<file path="config.mk">
export PLATFORM = sky130hd
export DESIGN_NAME = dsss_bpsk_despreader
export DESIGN_NICKNAME = d
export VERILOG_FILES = /design/src/rtl/dsss_pkg.sv /design/src/rtl/pn_lfsr_gen.sv /design/src/rtl/dsss_bpsk_despreader.sv
export SDC_FILE = /design/constraint.sdc
export NUM_CORES = 1
export LEC_CHECK = 0
export ABC_AREA = 1
export CAP_MARGIN = 20
export CORE_MARGIN = 2
export CORE_UTILIZATION = 50
export CTS_CLUSTER_DIAMETER = 40
export DETAILED_ROUTE_END_ITERATION = 7
export PLACE_DENSITY = 0.72
export SETUP_SLACK_MARGIN = 0.2
export SLEW_MARGIN = 0
export SYNTH_ARGS = -nofsm -noshare
export SYNTH_HDL_FRONTEND = slang
export SYNTH_HIERARCHICAL = 1
export SYNTH_SLANG_ARGS = --single-unit
</file>
<file path="constraint.sdc">
create_clock -name clk -period 6.2 [get_ports clk]
set_input_delay 0.93 -clock clk [delete_from_list [all_inputs] [get_ports clk]]
set_output_delay 0.93 -clock clk [all_outputs]
set_load 0.005 [all_outputs]
</file>
<file path="src/rtl/dsss_pkg.sv">
// -----------------------------------------------------------------------------
// dsss_pkg
// Shared constants and types for the DSSS BPSK chain:
//   - CHIPS_PER_BIT       : chips per data bit, equal to the PN period
//   - LFSR_SEED/LFSR_TAPS : 4-bit PN generator seed and feedback taps
//   - SINE_LUT            : 32-entry reference, round(127*sin(2*pi*k/32))
//   - state_t             : receiver FSM states
//   - lfsr_feedback()     : feedback bit for the PN LFSR
// -----------------------------------------------------------------------------
package dsss_pkg;

  localparam int CHIPS_PER_BIT = 15;

  localparam logic [3:0] LFSR_SEED = 4'b1111;
  // Feedback is lfsr[3] ^ lfsr[2].
  localparam logic [3:0] LFSR_TAPS = 4'b1100;

  localparam logic signed [7:0] SINE_LUT [32] = '{
       8'sd0,   8'sd25,   8'sd49,   8'sd71,   8'sd90,  8'sd106,  8'sd117,  8'sd125,
     8'sd127,  8'sd125,  8'sd117,  8'sd106,   8'sd90,   8'sd71,   8'sd49,   8'sd25,
       8'sd0,  -8'sd25,  -8'sd49,  -8'sd71,  -8'sd90, -8'sd106, -8'sd117, -8'sd125,
    -8'sd127, -8'sd125, -8'sd117, -8'sd106,  -8'sd90,  -8'sd71,  -8'sd49,  -8'sd25
  };

  typedef enum logic {
    IDLE  = 1'b0,
    TRACK = 1'b1
  } state_t;

  function automatic logic lfsr_feedback(input logic [3:0] state);
    return ^(state & LFSR_TAPS);
  endfunction

endpackage

</file>
<file path="src/rtl/pn_lfsr_gen.sv">
// -----------------------------------------------------------------------------
// pn_lfsr_gen
// 4-bit Fibonacci LFSR producing the 15-chip PN sequence. Shared with the
// transmit side.
// Ports:
//   clk  : clock, rising edge
//   rst  : synchronous active-high reset, loads the seed
//   load : reload the seed (takes priority over step)
//   step : advance one chip
//   pn   : current PN chip, lfsr[0]
// -----------------------------------------------------------------------------
module pn_lfsr_gen
  import dsss_pkg::*;
(
  input  logic clk,
  input  logic rst,
  input  logic load,
  input  logic step,
  output logic pn
);

  logic [3:0] lfsr;

  // NOTE: sequential state uses non-blocking assignments so every register
  // samples pre-edge values regardless of block ordering.
  always_ff @(posedge clk) begin
    if (rst || load) begin
      lfsr <= LFSR_SEED;
    end else if (step) begin
      lfsr <= {lfsr[2:0], lfsr_feedback(lfsr)};
    end
  end

  assign pn = lfsr[0];

endmodule

</file>
<file path="src/rtl/dsss_bpsk_despreader.sv">
// -----------------------------------------------------------------------------
// dsss_bpsk_despreader
// Coherent BPSK chip correlator followed by a 15-chip PN despreader. Each
// accepted sample is multiplied by a 32-entry sine reference, accumulated over
// SAMPLES_PER_CHIP samples into a hard chip decision, XORed with the PN chip
// and combined over 15 chips into one data bit.
//
// Pipeline: stage 1 registers the product, stage 2 accumulates and emits the
// chip, stage 3 despreads and emits the bit (one cycle after the last chip).
//
// Build option: `DSSS_SOFT_COMBINE_EN selects a signed soft sum of the chip
// correlations for the bit decision; by default a hard majority vote is used.
//
// Parameters:
//   SAMPLES_PER_CHIP : samples per chip (>= 2)
//   ACC_W            : accumulator width, >= 16 + clog2(SAMPLES_PER_CHIP)
// Ports:
//   clk          : sample clock, rising edge
//   rst          : synchronous active-high reset
//   start        : frame alignment pulse; next valid sample is sample 0
//   sample_valid : qualifies sample
//   sample       : signed 8-bit received sample
//   chip_out     : hard chip decision, held between pulses
//   chip_valid   : one-cycle pulse per chip
//   bit_out      : recovered data bit, held between pulses
//   bit_valid    : one-cycle pulse per bit
//   busy         : high while tracking a frame
// -----------------------------------------------------------------------------
module dsss_bpsk_despreader
  import dsss_pkg::*;
#(
  parameter int SAMPLES_PER_CHIP = 2500,
  parameter int ACC_W            = 28
) (
  input  logic              clk,
  input  logic              rst,
  input  logic              start,
  input  logic              sample_valid,
  input  logic signed [7:0] sample,
  output logic              chip_out,
  output logic              chip_valid,
  output logic              bit_out,
  output logic              bit_valid,
  output logic              busy
);

  localparam int              SC_W    = $clog2(SAMPLES_PER_CHIP);
  localparam logic [SC_W-1:0] SC_LAST = SC_W'(SAMPLES_PER_CHIP - 1);
  localparam logic [3:0]      CC_LAST = 4'(CHIPS_PER_BIT - 1);

  // ---------------------------------------------------------------------------
  // FSM
  // ---------------------------------------------------------------------------
  state_t state, state_next;

  always_ff @(posedge clk) begin
    if (rst) begin
      state <= IDLE;
    end else begin
      state <= state_next;
    end
  end

  // NOTE: every signal assigned in always_comb gets a default first so no
  // path leaves it unassigned and infers a latch.
  always_comb begin
    state_next = state;
    case (state)
      IDLE:    if (start) state_next = TRACK;
      TRACK:   state_next = TRACK;
      default: state_next = IDLE;
    endcase
  end

  always_comb begin
    busy = (state == TRACK);
  end

  // A sample coinciding with start belongs to no frame and is dropped.
  logic accept;
  assign accept = (state == TRACK) && sample_valid && !start;

  // ---------------------------------------------------------------------------
  // Stage 1: reference phase, sample counter, product register
  // ---------------------------------------------------------------------------
  logic [4:0]          phase;
  logic [SC_W-1:0]     sample_cnt;
  logic signed [15:0]  prod;
  logic                prod_valid;
  logic                prod_last;

  always_ff @(posedge clk) begin
    if (rst) begin
      phase      <= '0;
      sample_cnt <= '0;
      prod       <= '0;
      prod_valid <= 1'b0;
      prod_last  <= 1'b0;
    end else begin
      prod_valid <= accept;
      if (start) begin
        phase      <= '0;
        sample_cnt <= '0;
      end else if (accept) begin
        prod       <= sample * SINE_LUT[phase];
        prod_last  <= (sample_cnt == SC_LAST);
        phase      <= phase + 5'd1;
        sample_cnt <= (sample_cnt == SC_LAST) ? '0 : sample_cnt + SC_W'(1);
      end
    end
  end

  // ---------------------------------------------------------------------------
  // Stage 2: chip correlator
  // ---------------------------------------------------------------------------
  logic signed [ACC_W-1:0] acc;
  logic signed [ACC_W-1:0] acc_final;
  // Set when the chip pulse now on chip_valid was finished across a start;
  // that chip must not reach the new frame's despreader.
  logic                    chip_old;

`ifdef DSSS_SOFT_COMBINE_EN
  logic signed [ACC_W-1:0] acc_chip;
`endif

  always_comb begin
    acc_final = acc + {{(ACC_W-16){prod[15]}}, prod};
  end

  always_ff @(posedge clk) begin
    if (rst) begin
      acc        <= '0;
      chip_out   <= 1'b0;
      chip_valid <= 1'b0;
      chip_old   <= 1'b0;
`ifdef DSSS_SOFT_COMBINE_EN
      acc_chip   <= '0;
`endif
    end else begin
      chip_valid <= prod_valid && prod_last;
      chip_old   <= start;
      if (prod_valid) begin
        if (prod_last) begin
          chip_out <= ~acc_final[ACC_W-1];
          acc      <= '0;
`ifdef DSSS_SOFT_COMBINE_EN
          acc_chip <= acc_final;
`endif
        end else begin
          acc <= acc_final;
        end
      end
      if (start) begin
        acc <= '0;
      end
    end
  end

  // ---------------------------------------------------------------------------
  // Stage 3: despread and bit decision
  // ---------------------------------------------------------------------------
  logic       pn;
  logic       chip_take;
  logic       bit_end;
  logic       bit_decision;
  logic [3:0] chip_cnt;

  assign chip_take = chip_valid && !chip_old;
  assign bit_end   = chip_take && (chip_cnt == CC_LAST);

  pn_lfsr_gen u_pn (
    .clk  (clk),
    .rst  (rst),
    .load (start || bit_end),
    .step (chip_take),
    .pn   (pn)
  );

`ifdef DSSS_SOFT_COMBINE_EN
  logic signed [ACC_W+3:0] soft_sum;
  logic signed [ACC_W+3:0] soft_next;
  logic signed [ACC_W+3:0] chip_term;

  // Undo the spreading on the correlation itself: pn=1 chips were inverted.
  always_comb begin
    chip_term    = {{4{acc_chip[ACC_W-1]}}, acc_chip};
    soft_next    = pn ? (soft_sum - chip_term) : (soft_sum + chip_term);
    bit_decision = (soft_next > 0);
  end

  always_ff @(posedge clk) begin
    if (rst || start || bit_end) begin
      soft_sum <= '0;
    end else if (chip_take) begin
      soft_sum <= soft_next;
    end
  end
`else
  logic [3:0] ones;
  logic [3:0] ones_next;

  // At most 15 despread ones per bit, so 4 bits never overflow.
  always_comb begin
    ones_next    = ones + {3'b000, chip_out ^ pn};
    bit_decision = (ones_next >= 4'd8);
  end

  always_ff @(posedge clk) begin
    if (rst || start || bit_end) begin
      ones <= '0;
    end else if (chip_take) begin
      ones <= ones_next;
    end
  end
`endif

  always_ff @(posedge clk) begin
    if (rst) begin
      chip_cnt  <= '0;
      bit_out   <= 1'b0;
      bit_valid <= 1'b0;
    end else begin
      // A bit completing in the same cycle as start still fires.
      bit_valid <= bit_end;
      if (bit_end) begin
        bit_out <= bit_decision;
      end
      if (start || bit_end) begin
        chip_cnt <= '0;
      end else if (chip_take) begin
        chip_cnt <= chip_cnt + 4'd1;
      end
    end
  end

endmodule

</file>
-- Word-level counts from Yosys, hierarchy flattened
Memory sizes are Yosys's and may differ from the RTL's.
Index checks and enable logic that the tools add are counted.
- bits in registers: 81
- bits in read-only memories: 256
- output and inout port bits: 5
- memories: 1
- memories (memory ; words ; bits a word ; rd ports ; clocked after Yosys merged registers in ; write ports ; RTL line ; RTL):
    (no name shown) ; 32 ; 8 ; 1 ; 0 ; 0 ; dsss_bpsk_despreader.sv:105 ; prod <= sample * SINE_LUT[phase];
- add/subtract/negate cells: 5
- $mul: 1
- $lt $le $gt $ge: 2
- equality and inequality tests: 2
- mux-type cells: 6
- bitwise gates (word level): 5
- reductions and logical operators: 16
- operators by type and width (kind ; count):
    28-bit adder ; 1
    28-bit two-way mux ; 1
    8-bit by 8-bit multiplier with 16-bit output ; 1
    8-bit two-way mux ; 2
    12-bit by 1-bit adder with 12-bit output, second input constant ; 1
    12-bit equality test, second input constant ; 1
    12-bit two-way mux ; 1
    6-bit greater-or-equal comparator, second input constant ; 1
    5-bit inverter with 6-bit output ; 1
    5-bit by 1-bit adder with 5-bit output, second input constant ; 1
    1-bit logical AND ; 5
    4-bit by 1-bit adder with 4-bit output ; 1
    4-bit by 1-bit adder with 4-bit output, second input constant ; 1
    4-bit equality test, second input constant ; 1
    4-bit greater-or-equal comparator, second input constant ; 1
    1-bit logical OR ; 4
    2-bit AND reduction ; 2
    2-bit OR reduction ; 2
    4-bit XOR reduction ; 1
    1-bit inverter ; 3
    1-bit zero test ; 2
    1-bit one-hot mux with 2 select lines ; 1
    1-bit two-way mux ; 1
    1-bit bitwise XOR ; 1

-- Depth between registers and ports, before layout
- depth after elaboration: 5
- gate-level depth with buffers: 29
- mapped depth without buffers: 29

-- Modules after synthesis
Netlist, hierarchy kept.
- by module, submodules not included (module ; instances ; cells each ; area each (µm²) ; seq. area each (µm²)):
    dsss_bpsk_despreader ; 1 ; 1207 ; 7902.6 ; 1541.5
    pn_lfsr_gen ; 1 ; 22 ; 166.4 ; 80.1

-- Worst setup path after synthesis
OpenSTA, ideal clock, no wires.
- kind: register to register
- start: register phase[0]
- end: register prod[15]
- arrival time: 4.915 ns
- required time: 6.083 ns
- setup slack: 1.167 ns
- cell stages (with the launch flop): 26
- cell sequence: dfxtp_1 -> inv_1 -> ha_1 -> inv_1 -> a21oi_1 -> o21bai_1 -> o211ai_1 -> o21a_1 -> nor2_1 -> fa_1 -> inv_1 -> fa_1 -> inv_1 -> fa_1 -> inv_1 -> fa_1 -> inv_1 -> ha_1 -> nand2_1 -> nor2_1 -> and3_1 -> nor2_1 -> nand3_1 -> nand2_1 -> nor2_1 -> nor2_1
- word-level cells in the longest chain between the ends: 5
- RTL lines (element ; RTL line ; RTL):
    start: declaration ; dsss_bpsk_despreader.sv:86 ; logic [4:0] phase;
    start signal: assignment ; dsss_bpsk_despreader.sv:107 ; phase <= phase + 5'd1;
    5-bit inverter with 6-bit output (implied by the code) ; dsss_bpsk_despreader.sv:105 ;
    memory read 32 x 8 bit ; -- ;
    8-bit two-way mux (implied by the code) (2 in a row) ; dsss_bpsk_despreader.sv:105 ;
    8-bit by 8-bit multiplier with 16-bit output ; dsss_bpsk_despreader.sv:105 ;
    end signal: assignment ; dsss_bpsk_despreader.sv:105 ;
    end: declaration ; dsss_bpsk_despreader.sv:88 ; logic signed [15:0] prod;
Every way passes these cells. The select of a mux whose other input is x is not followed.
A chain may end at the register's enable or synchronous reset.

-- Final worst setup path
Ends and elaborated chain as after synthesis.

==> impl_metrics.tcl <==
set metrics [dict create \
    die_y_um 131 \
    postLayoutCellArea_um2 8740 \
    hold_violations 0 \
    drive_above_1_share 0.0385 \
    outcome "completed" \
    reg2reg_to "prod[15]" \
    slowest_delay_ps 560 \
    dp_hpwl_um 15200 \
    peakVddDrop_uv 219 \
    grt_max_degree 37 \
    yosys-top-cells-area "dfxtp_1 20%, nand2_1 15%, fa_1 14%" \
    htreeDepth 3 \
    cp_slowest_cell "fa_1" \
    r2r_start "phase[0]" \
    whs_path_depth 2 \
    crit_path_start_kind "flop" \
    whs_ps 469 \
    globalplace.congestion 0.966 \
    yosysMostFrequentCell "nand2_1" \
    die-area_um2 17200 \
    cts_root_buffer "clkbuf_16" \
    gr-usage-all-layers 0.237 \
    cp_common_cell "inv_1" \
    grt_pass1_wl_um 32500 \
    syn_inst 1229 \
    synth_common_cells "313 x nand2_1, 242 x inv_1, 134 x nor2_1" \
    drt_wl_total_um 19100 \
    r2r_setup_slack_ps 700 \
    dpl_worst_slack_ps 533 \
    fin_setup_tns_ps 0 \
    slew_headroom 0.332 \
    synth_area_um2 8070 \
    p_leak_nw 4.43 \
    yosysUniqueCellTypes 40 \
    vias_per_cell 5.08 \
    synth_warnings 6 \
    power_mw 1.26 \
    syn_to_final_growth_pct 8.36 \
    ys.flop_type "dfxtp_1" \
    first_iter_violations 531 \
    worst_pin_slew_ps 1000 \
    path_class "reg -> reg" \
    fill_cells 1586 \
    route.antenna.remaining_nets 0 \
    min_period_ps 5500 \
    ys_async_sr_fraction 0 \
    overflow 0 \
    drc 0 \
    cts-buffers-inserted 9 \
    min_from "ones[0]" \
    setup_ws_ps 698 \
    drt_pass1_iterations 5 \
    stdcell_count 1462 \
    r2r_cells 25 \
    cp.arrival_ps 5740 \
    io_pins 17 \
    fp.dieW_um 131 \
    max_cap_violations 0 \
    n_antenna_cell 0 \
    grt_pass1_vias 6951 \
    syn_nets 1367 \
    start_util 0.510 \
    placed_area_um2 8450 \
    yosysTopAreaCellShare 0.201 \
    synth_edf_count 0 \
    clock_skew_ps 12.3 \
    yosysSeqAreaShare 0.201 \
    clock_path_buffers 2 \
    vias 7421 \
    clkLatencyLatePin_ps 350 \
    coreArea_um2 15800 \
    port_buffers 16 \
    antenna_found_initial 0 \
    end_kind "flop" \
    synth_area_per_cell_um2 6.57 \
    path_clk_slew_ps 70 \
    hold_path_class "reg -> reg" \
    cp_max_fo 11 \
    rows 46 \
    setup_viol 0 \
    tritoncts "yes" \
    finalMaxSlewViolations 0 \
    final_nets 1379 \
    critical_path_required_ps 6440 \
    finish.utilization 0.552 \
    powerDensity_nw_per_um2 144 \
    cts.sinks 81 \
    placedCellCount 1446 \
    fin_crit_sh 0.887 \
    min_to "ones[0]" \
    rsz0062_at_grt "false" \
    routedWlPerCell_um 13.1 \
    ys_ff_latch 81 \
    fmaxAchievable_mhz 182 \
    yosysTopAreaCell "dfxtp_1" \
]
## routing by layer
metal | wire length, um | up-vias | part of all wire | GRT usage
li1 | - | 3851 | - | -
met1 | 9380 | 3380 | 0.49 | 0.334
met2 | 8640 | 167 | 0.45 | 0.386
met3 | 826 | 23 | 0.043 | 0.0350
met4 | 269 | 0 | 0.014 | 0.0563
met5 | 0 | - | 0 | 0
## cells by family after synthesis
kind of cell	share of synthesized area
compound gates	0.102
xor+xnor	0.0206
flops	0.201
simple gates	0.299
buf+inv	0.130
fa+ha+maj	0.247
## registers in the layout, indices dropped and copies added (netlist names)
name / flops
phase: 5
chip_valid: 1
busy: 1
u_pn/lfsr: 4
acc: 28
chip_out: 1
prod: 16
bit_out: 1
prod_valid: 1
sample_cnt: 12
chip_cnt: 4
bit_valid: 1
chip_old: 1
prod_last: 1
ones: 4
## timing repair
item                       4_1_cts  5_1_grt
setup endpoints to repair        0        4
buffers inserted                 0        0
resized for setup                0        3
hold buffers                     0        0
## how the worst max path moves through the flow
stage / from / slack, ps / endpoint / cells past startpoint
2_1_floorplan: phase[0] / 1170 / prod[15] / 25
3_3_place_gp: phase[1] / 550 / prod[11] / 23
3_5_place_dp: phase[0] / 530 / prod[15] / 26
4_1_cts: phase[0] / 520 / prod[15] / 26
5_1_grt: phase[0] / 150 / prod[15] / 26
6_report: phase[0] / 700 / prod[15] / 25
## worst max-delay path: cells and delay by family, from the launching register on
kind                     cells  cell delay [ps]
AND/OR/NAND/NOR             11             1210
flip-flops                   1              430
buffers and inverters        7              750
AO/OA/AOI/OAI                1              130
adder cells (fa/ha/maj)      6             2870
## area by class of cell
class | count | area [um2] | area share
Clock inverter | 7 | 60.1 | 0.00687
Multi-Input combinational cell | 871 | 5400 | 0.618
Tap cell | 216 | 270 | 0.0309
Timing Repair Buffer | 21 | 198 | 0.0226
Clock buffer | 9 | 225 | 0.0258
Sequential cell | 81 | 1620 | 0.186
Inverter | 257 | 965 | 0.110
## power breakdown
part / switching (mW) / total (mW) / internal, mW
Combinational: 0.136 / 0.210 / 0.0747
Sequential: 0.00678 / 0.534 / 0.527
Clock: 0.239 / 0.518 / 0.278
## cell usage in the layout, fill, tap and decap left out, drive strengths merged
cell,Yosys,routed
a21o,2,2
a21oi,80,80
a31oi,2,2
and2,3,3
and3,1,1
buf,6,5
clkbuf,14,9
clkdlybuf4s50,0,16
clkinv,2,4
clkinvlp,0,1
dfxtp,81,81
fa,56,56
ha,70,70
inv,255,259
nand2,314,314
nand2b,1,1
nand3,69,69
nand3b,6,6
nand4,23,23
nor2,136,136
nor3,10,10
nor3b,2,2
nor4,1,1
o211ai,9,9
o21a,2,2
o21ai,48,48
o21bai,5,5
o221ai,3,3
o22ai,1,1
or2,8,8
xnor2,5,5
xor2,14,14
Note: power is estimated with default switching activity, not from simulation.
